--- config.mk ---
export PLATFORM = sky130hd
export DESIGN_NAME = bus_rr_arbiter
export DESIGN_NICKNAME = d
export VERILOG_FILES = /design/src/rtl/bus_rr_arbiter.sv
export SDC_FILE = /design/constraint.sdc
export NUM_CORES = 1
export LEC_CHECK = 0
export CAP_MARGIN = 20
export CORE_ASPECT_RATIO = 1.1
export CORE_MARGIN = 1.5
export CORE_UTILIZATION = 53
export CTS_CLUSTER_DIAMETER = 40
export DETAILED_ROUTE_END_ITERATION = 7
export PLACE_DENSITY = 0.93
export SYNTH_ARGS = -nofsm -noshare
export SYNTH_HDL_FRONTEND = slang
export SYNTH_SLANG_ARGS = --single-unit
--- constraint.sdc ---
create_clock -name clk -period 3.13 [get_ports clk]
set_clock_uncertainty 0.2 [all_clocks]
set_input_delay 0.4695 -clock clk [delete_from_list [all_inputs] [get_ports clk]]
set_output_delay 0.4695 -clock clk [all_outputs]
set_load 0.05 [all_outputs]
--- src/rtl/bus_rr_arbiter.sv ---
// rtl/bus_rr_arbiter.sv - round-robin tri-state bus arbiter with turnaround gap and hold timeout
module bus_rr_arbiter #(
  parameter int NREQ     = 4,
  parameter int OWNER_W  = 2,
  parameter int MAX_HOLD = 8
) (
  input  logic               clk,
  input  logic               rst,
  input  logic [NREQ-1:0]    req,
  output logic [NREQ-1:0]    gnt,
  output logic [NREQ-1:0]    oe,
  output logic               bus_busy,
  output logic [OWNER_W-1:0] owner,
  output logic               preempt
);

  localparam int HOLD_W = (MAX_HOLD > 1) ? $clog2(MAX_HOLD) : 1;
  localparam logic [HOLD_W-1:0]  HOLD_LAST = (MAX_HOLD > 0) ? HOLD_W'(MAX_HOLD - 1) : '0;
  localparam logic [OWNER_W:0]   NREQ_X    = (OWNER_W + 1)'(NREQ);
  localparam logic [OWNER_W-1:0] LAST_IDX  = OWNER_W'(NREQ - 1);

  typedef enum logic [1:0] {
    IDLE  = 2'd0,
    GRANT = 2'd1,
    TURN  = 2'd2
  } state_t;

  state_t              state, state_nxt;
  logic [OWNER_W-1:0]  ptr, ptr_nxt;
  logic [OWNER_W-1:0]  owner_nxt;
  logic [HOLD_W-1:0]   hold_cnt, hold_nxt;
  logic [NREQ-1:0]     gnt_nxt;
  logic                preempt_nxt;

  logic [NREQ-1:0]     rot;
  logic [OWNER_W:0]    win_sum;
  logic [OWNER_W-1:0]  win;
  logic                win_vld;
  logic [NREQ-1:0]     win_oh;
  logic [NREQ-1:0]     owner_oh;
  logic                owner_req;
  logic                others;
  logic                timeout;
  logic [OWNER_W-1:0]  ptr_after;

  // Rotate so bit 0 is the device at ptr; the first set bit is the winner.
  assign rot = NREQ'({req, req} >> ptr);

  always_comb begin
    win_vld = 1'b0;
    win_sum = '0;
    for (int j = 0; j < NREQ; j++) begin
      if (!win_vld && rot[j]) begin
        win_vld = 1'b1;
        win_sum = {1'b0, ptr} + (OWNER_W + 1)'(j);
      end
    end
    if (win_sum >= NREQ_X) begin
      win_sum = win_sum - NREQ_X;
    end
    win = win_sum[OWNER_W-1:0];
  end

  assign win_oh    = NREQ'(1) << win;
  assign owner_oh  = NREQ'(1) << owner;
  assign owner_req = |(req & owner_oh);
  assign others    = |(req & ~owner_oh);
  assign timeout   = (MAX_HOLD != 0) && (hold_cnt == HOLD_LAST);
  assign ptr_after = (owner == LAST_IDX) ? '0 : owner + 1'b1;

  always_comb begin
    state_nxt   = state;
    ptr_nxt     = ptr;
    owner_nxt   = owner;
    hold_nxt    = hold_cnt;
    gnt_nxt     = gnt;
    preempt_nxt = 1'b0;
    case (state)
      IDLE, TURN: begin
        if (win_vld) begin
          state_nxt = GRANT;
          gnt_nxt   = win_oh;
          owner_nxt = win;
          hold_nxt  = '0;
        end else begin
          state_nxt = IDLE;
          gnt_nxt   = '0;
        end
      end
      GRANT: begin
        // A voluntary release wins over a timeout on the same cycle.
        if (!owner_req) begin
          state_nxt = TURN;
          gnt_nxt   = '0;
          ptr_nxt   = ptr_after;
        end else if (timeout && others) begin
          state_nxt   = TURN;
          gnt_nxt     = '0;
          ptr_nxt     = ptr_after;
          preempt_nxt = 1'b1;
        end else if (hold_cnt != HOLD_LAST) begin
          hold_nxt = hold_cnt + 1'b1;
        end
      end
      default: begin
        state_nxt = IDLE;
        gnt_nxt   = '0;
      end
    endcase
  end

  always_ff @(posedge clk or negedge rst) begin
    if (!rst) begin
      state    <= IDLE;
      ptr      <= '0;
      owner    <= '0;
      hold_cnt <= '0;
      gnt      <= '0;
      oe       <= '0;
      bus_busy <= 1'b0;
      preempt  <= 1'b0;
    end else begin
      state    <= state_nxt;
      ptr      <= ptr_nxt;
      owner    <= owner_nxt;
      hold_cnt <= hold_nxt;
      gnt      <= gnt_nxt;
      oe       <= gnt_nxt;
      bus_busy <= (state_nxt == GRANT);
      preempt  <= preempt_nxt;
    end
  end

endmodule

* Word level (Yosys, flattened, before mapping)
Index checks and enable logic that the tools add are counted.
Cells by class: shifts and indexed selects 3, bitwise operators 3, reduce and logical (&&, ||, !) cells 15, add/subtract/negate cells 6, order comparisons 1, equal/unequal tests 12, muxes and demuxes 28
Operators with widths (count):
- $mux W3 | 7
- $mux W2 | 7
- $mux W4 | 3
- $and A4 B4 Y4 | 2
- $mux W1 | 8
- $ne A2 B2 Y1 const B | 4
- $pmux W4 S2 | 1
- $reduce_or A4 Y1 | 2
- $shl A1 B2 Y4 const A | 2
- $shr A8 B2 Y4 | 1
- $add A2 B2 Y3 const B | 2
- $ne A3 B3 Y1 const B | 2
- $pmux W3 S2 | 1
- $reduce_and A5 Y1 | 1
- $eq A2 B1 Y1 const B | 2
- $eq A2 B2 Y1 const B | 2
- $logic_and A1 B1 Y1 | 4
- $not A4 Y4 | 1
- $pmux W2 S2 | 1
- $reduce_and A2 Y1 | 2
- $add A2 B1 Y3 const B | 1
- $add A3 B1 Y3 const B | 1
- $eq A3 B3 Y1 const B | 1
- $ge A3 B3 Y1 const B | 1
- 7 further kinds | 9
Storage, ports and cells: word-level logic and storage cells 75, bits of input ports 6, register bits 15

* Logic depth before layout (Yosys ltp)
Gate-level depths: netlist (run 1).
word-level depth 16, depth in mapped cells 7, depth with buffers taken out 6

* Worst setup path after synthesis (run 1)
OpenSTA, ideal clock, no wires.
path type reg-to-reg, from reg owner[0], to reg ptr[0], stages on the path, launching flop included 6, period minus slack after synthesis 2.241 ns, slack 0.889 ns, arrival 1.916 ns, cell sequence dfrtp_1 > ha_1 > and2b_1 > o41ai_4 > a21oi_2 > mux2_4
On the way: cells in the longest elaborated chain, start to end 7, elaborated cells between the ends (all ways) 14, those cells by class add/sub (1); eq/ne (2); shift (1); mux (3); bitwise (3); reduce/logical (4)
RTL lines:
- start: declaration | RTL line 13 | output logic [OWNER_W-1:0] owner,
- start signal: assignment | RTL line 125 | owner <= owner_nxt;
- $shl A1 B2 Y4 | RTL line 65 | assign owner_oh = NREQ'(1) << owner;
- $not A4 Y4 | RTL line 67 | assign others = |(req & ~owner_oh);
- $and A4 B4 Y4 | RTL line 67
- $reduce_or A4 Y1 | RTL line 67
- $logic_and A1 B1 Y1 | RTL line 96 | end else if (timeout && others) begin
- $ne A2 B1 Y1 (no source line)
- $reduce_and A2 Y1 (no source line)
- end signal: assignment | RTL line 124 | ptr <= ptr_nxt;
- end: declaration | RTL line 29 | logic [OWNER_W-1:0] ptr, ptr_nxt;
Several ways; a longest one is shown, not always the timed one. The select of a mux whose other input is x is not followed. A chain may end at the register's enable or synchronous reset.

* Worst setup path after layout (run 1)
from reg owner[0], to out owner[0]
No word-level cell between the ends.

==> flow_summary.toml, run 1 <==
[yosys]
ys_seq_area_frac = 0.4219
syn_inst = 82
syn_avg_cell_area_um2 = 10.85
ys_seq_elements = 15
synthesis.area_um2 = 889.6
synth_fp_nets = 94
yosysWarnings = 0
synth_cell_type_count = 32

[setup_path]
max_stage_delay_ns = 0.83
critPathTopFamily = "buffers and inverters"
rr_endpoint = "ptr[0]"
cp.arrival_ns = 1.55
cp.buffers_inverters = 1
cp.required_ns = 2.46
rr_startpoint = "owner[0]"
start_kind = "register"
cp.depth = 1
cp_max_fo = 6
end_kind = "output port"
r2r_setup_slack_ns = 1.03
critPathKind = "register to output port"
path_cells = "clkdlybuf4s50_1"
slowest_stage = "clkdlybuf4s50_1"
r2r_cells = 6

[power]
p_int_mw = 0.6185
p_sw_frac = 0.4987
combPwrFrac = 0.625
power_mw = 1.234
p_clk_frac = 0.090
switching_power_mw = 0.6153
seq_power_share = 0.285
power_density_nw_per_um2 = 1153
vdd_drop_max_uv = 730.4
p_leak_nw = 0.4834

[grt]
grt_overflow = 0
grt_pass1_vias = 665
globalRouteTotalUtil = 0.2216
antenna_found_initial = 0
grt_max_degree = 16
grt_pass1_wl_mm = 3.049

[clock_network]
cts_tree = "yes"
holdBufCountCts = 0
htreeDepth = 1
clkTransAtPathRegs_ns = 0.08
clockRootBuffer = "clkbuf_4"
cts_buffers = 3
ctsResizeCount = 0
cts.path.max_buffers = 2
postCtsSetupBuffers = 0
clk_latency_ns = 0.29
clkSinkCount = 15

[drt]
routedWlPerCell_um = 16.05
ant_nets = 0
num_vias = 688
wl_mm = 1.846
dr.pass1.iters = 5
post-route-drc-count = 0
viasPerCell = 5.983
drtIter0Drc = 6

[sta]
whs_ns = 0.2987
fin_setup_tns_ns = 0
timing.final.ws_setup_ns = 0.9056
rsz0062_at_grt = "false"
worst_pin_slew_ns = 0.6712
finalSetupViolCount = 0
drv_slew = 0
hold_viol_final = 0
slew_headroom = 0.5511
fmax_mhz = 449.6
period_share = 0.7107
period_minus_slack_ns = 2.224

[run_status]
outcome = "finished clean"

[floorplan]
ios = 18
rows = 15
start_util = 0.5643
dieHeight_um = 45.97
die_width_um = 42.06
design.core.area_um2 = 1577
dieArea_um2 = 1934

[layout]
fillers = 122
area_growth_pct = 20.25
fin_util = 0.6786
diodes = 0
nets = 111
drive_gt1_frac = 0.08163

[placed_design]
gp_congestion = 0.8372
port_buffers = 17
pre_cts_slack_ns = 0.6806
hpwl_mm = 1.476

[worst_hold_path]
hold_start = "hold_cnt[0]"
min_to = "hold_cnt[0]"
whs_path_depth = 1
hp-class = "register to register"

[flow_run]
maxCapViolations = 0
-- cell usage after synthesis (all sizes together) --
cell type / number / area share
o41ai: 1 / 0.031
nor2b: 4 / 0.037
nor3: 1 / 0.0056
or2: 3 / 0.021
a21boi: 1 / 0.0084
buf: 5 / 0.042
o2bb2ai: 1 / 0.0098
and2b: 1 / 0.0084
o31ai: 2 / 0.017
nand3: 1 / 0.0056
a22o: 3 / 0.030
mux2i: 1 / 0.011
dfrtp: 15 / 0.42
nor3b: 2 / 0.017
or3: 1 / 0.0070
nand2: 3 / 0.013
nor4: 2 / 0.014
mux2: 3 / 0.046
a22oi: 2 / 0.017
inv: 3 / 0.013
and2: 1 / 0.0070
a21oi: 6 / 0.038
nor2: 4 / 0.017
o21a: 2 / 0.017
a21o: 1 / 0.0084
nand2b: 5 / 0.035
o22ai: 1 / 0.0070
a32o: 1 / 0.011
ha: 6 / 0.084
-- how the worst max path moves through the flow --
| stage | to | slack [ns] | start |
|---|---|---|---|
| 4_1_cts | owner[1] | 0.90 | owner[1] |
| 3_5_place_dp | oe[3] | 0.68 | req[1] |
| 3_3_place_gp | oe[3] | 0.73 | req[1] |
| 6_report | owner[0] | 0.91 | owner[0] |
| 5_1_grt | owner[0] | 0.85 | owner[0] |
| 2_1_floorplan | ptr[0] | 0.89 | owner[0] |
-- placed cells by master, fill, tap and decap left out, drive strengths merged --
master	instances
a32o	1
nor2b	4
clkbuf	4
o31ai	2
a22oi	2
or2	3
or3	1
nand2b	5
o22ai	1
a21oi	6
a22o	3
nor2	4
dfrtp	15
inv	3
nor4	2
and2b	1
o41ai	1
clkdlybuf4s50	17
nand2	3
mux2	3
nor3	1
and2	1
nor3b	2
a21o	1
ha	6
a21boi	1
o2bb2ai	1
o21a	2
nand3	1
mux2i	1
-- layout make-up --
type | instances | area [um^2] | share of cell area
clock buffers | 4 | 26.28 | 0.02456
inverters | 3 | 11.26 | 0.01053
multi-input cells | 59 | 465.4 | 0.4351
well taps | 17 | 21.27 | 0.01988
flip-flops and latches | 15 | 375.4 | 0.3509
repair buffers | 17 | 170.2 | 0.1591
-- kinds of logic after synthesis --
family | synth area share
multiplexers | 0.05767
flip-flops | 0.4219
AO/OA/AOI/OAI | 0.1941
AND/OR/NAND/NOR | 0.1870
adder cells (fa/ha/maj) | 0.08439
buffers and inverters | 0.05486
-- state kept, by name (all words and copies together), names as in the netlist --
signal    cells
preempt       1
ptr           2
state         2
owner         2
oe            4
hold_cnt      3
bus_busy      1
-- power by group through the flow --
stage	logic [mW]	clock network (mW)	registers (mW)
6_report	0.771	0.111	0.352
5_1_grt	0.817	0.122	0.366
4_1_cts	0.773	0.111	0.351
3_5_place_dp	0.771	0	0.355
3_3_place_gp	0.748	0	0.348
2_1_floorplan	0.446	0	0.486
-- per-layer routing --
layer | vias up | track usage | part of all wire
li1 | 327 | - | -
met1 | 330 | 0.2338 | 0.40
met2 | 23 | 0.4219 | 0.53
met3 | 8 | 0.03571 | 0.034
met4 | 0 | 0.1313 | 0.030
met5 | - | 0 | 0
-- stage by stage --
step	instance area, um^2	std cells
finish	1070	115
global route	1070	115
CTS	1070	115
detailed placement	1044	111
global placement	1044	111
floorplan	889.6	82
No activity file was read; power rests on OpenSTA's default activity.
==> run 2: changes to the inputs <==
--- a/config.mk
+++ b/config.mk
@@ -8,10 +8,10 @@
 export CAP_MARGIN = 20
 export CORE_ASPECT_RATIO = 1.1
 export CORE_MARGIN = 1.5
-export CORE_UTILIZATION = 53
+export CORE_UTILIZATION = 49
 export CTS_CLUSTER_DIAMETER = 40
 export DETAILED_ROUTE_END_ITERATION = 7
-export PLACE_DENSITY = 0.93
+export PLACE_DENSITY = 0.88
 export SYNTH_ARGS = -nofsm -noshare
 export SYNTH_HDL_FRONTEND = slang
 export SYNTH_SLANG_ARGS = --single-unit
==> constraint.sdc (replaced) <==
create_clock -name clk -period 2.2 [get_ports clk]
set_clock_uncertainty 0.2 [all_clocks]
set_input_delay 0.33 -clock clk [delete_from_list [all_inputs] [get_ports clk]]
set_output_delay 0.33 -clock clk [all_outputs]
set_load 0.05 [all_outputs]
==> flow_summary.toml, run 2 (synthesized netlist as in run 1, its figures left out) <==
[layout]
drive_gt1_frac = 0.1852
largest_reg_flops = 4
fillers = 125
regMostFlops = "oe"
largest_registers = "oe (4), hold_cnt (3)"
mostFrequentLayoutCells = "17 x clkdlybuf4s50_1, 13 x dfrtp_1, 10 x buf_4"
diodes = 0
fin_cells = 125
seq_area_um2 = 377.9
layout_commonest_cell = "clkdlybuf4s50_1"
area_growth_pct = 28.97
nets = 121
multiInputGateArea_um2 = 465.4

[clock_network]
htreeDepth = 1
postCtsSetupBuffers = 0
cts.path.max_buffers = 2
ctsResizeCount = 0
clkTransAtPathRegs_ns = 0.08
holdBufCountCts = 0
clkSinkCount = 15
clockRootBuffer = "clkbuf_4"
cts_buffers = 3
cts_tree = "yes"
clk_latency_ns = 0.28

[flow_run]
maxCapViolations = 0

[setup_path]
cp_max_fo = 6
r2r_cells = 6
cp.buffers_inverters = 1
critPathKind = "register to output port"
slowest_stage = "clkdlybuf4s50_1"
rr_startpoint = "owner[1]"
path_cells = "clkdlybuf4s50_1"
rr_endpoint = "ptr[1]"
start_kind = "register"
r2r_setup_slack_ns = 0.19
critPathTopFamily = "buffers and inverters"
cp.required_ns = 1.67
end_kind = "output port"
cp.arrival_ns = 1.51
max_stage_delay_ns = 0.81

[sta]
period_share = 0.9270
worst_pin_slew_ns = 0.6709
finalSetupViolCount = 0
hold_viol_final = 0
slew_headroom = 0.5514
fmax_mhz = 490.3
rsz0062_at_grt = "false"
drv_slew = 0
period_minus_slack_ns = 2.039
timing.final.ws_setup_ns = 0.1606

[power]
power_mw = 1.793
vdd_drop_max_uv = 981.8
p_clk_frac = 0.088
p_int_mw = 0.9212
p_leak_nw = 0.5295
combPwrFrac = 0.635
power_density_nw_per_um2 = 1563
seq_power_share = 0.277
switching_power_mw = 0.8721
p_sw_frac = 0.4863

[placed_design]
placed_cells = 121
port_buffers = 17
hpwl_mm = 1.529
gp_congestion = 0.8551
pre_cts_slack_ns = -0.04558

[worst_hold_path]
hp-class = "primary input to async pin"

[drt]
ant_nets = 0
wl_mm = 1.930
post-route-drc-count = 0
viasPerCell = 5.832
routedWlPerCell_um = 15.44
dr.pass1.iters = 4
drtIter0Drc = 15
num_vias = 729

[grt]
grt_pass1_vias = 696
grt_overflow = 0
grt_max_degree = 16
met1_usage = 0.2370
grt_use_met2 = 0.3765
globalRouteTotalUtil = 0.2094
antenna_found_initial = 0
use_met3 = 0.02642
grt_pass1_wl_mm = 3.042
top_usage_layer = "met2"

[floorplan]
die_width_um = 43.63
dieArea_um2 = 2080
ios = 18
rows = 15
start_util = 0.5448
design.core.area_um2 = 1633
dieHeight_um = 47.69

[run_status]
outcome = "finished clean"
[run 2: cell types whose count changed in the layout (fill, tap and decap cells not counted), sizes merged]
cell / delta
buf: +10
[run 2: metal layers]
layer | part of all wire | up-vias
met2 | 0.53 | 15
li1 | - | 346
met5 | 0 | -
met3 | 0.029 | 7
met1 | 0.41 | 361
met4 | 0.029 | 0
[run 2: worst max-delay path by stage]
stage	end	cells after the start	from	slack, ns
floorplan	ptr[0]	5	owner[0]	0.14
finish	owner[0]	1	owner[0]	0.16
global route	oe[0]	6	owner[1]	0.08
global placement	ptr[0]	5	req[3]	0.02
detailed placement	ptr[1]	5	req[3]	-0.05
CTS	owner[0]	1	owner[0]	0.15
[run 2: layout make-up]
cell class | count | share of cell area
flip-flops and latches | 15 | 0.3293
well taps | 17 | 0.01854
clock buffers | 4 | 0.02290
multi-input cells | 59 | 0.4057
repair buffers | 27 | 0.2137
inverters | 3 | 0.009815
[run 2: per-stage QoR]
step	TNS (ns)	instance area, um^2	hold WS [ns]	util
finish	0	1147	0.2480	0.7027
global route	0	1147	0.2871	0.7027
CTS	0	1147	0.2621	0.7027
detailed placement	-0.09881	1121	0.2836	0.6866
global placement	0	1121	0.2725	0.6866
floorplan	0	892.1	-0.1656	-
[run 2: power groups by stage]
stage	Combinational [mW]	Clock, mW	Sequential, mW
after global routing	1.21	0.171	0.522
after floorplan	0.634	0	0.696
final	1.14	0.157	0.497
after CTS	1.14	0.165	0.498
after global placement	1.11	0	0.496
after detailed placement	1.14	0	0.504
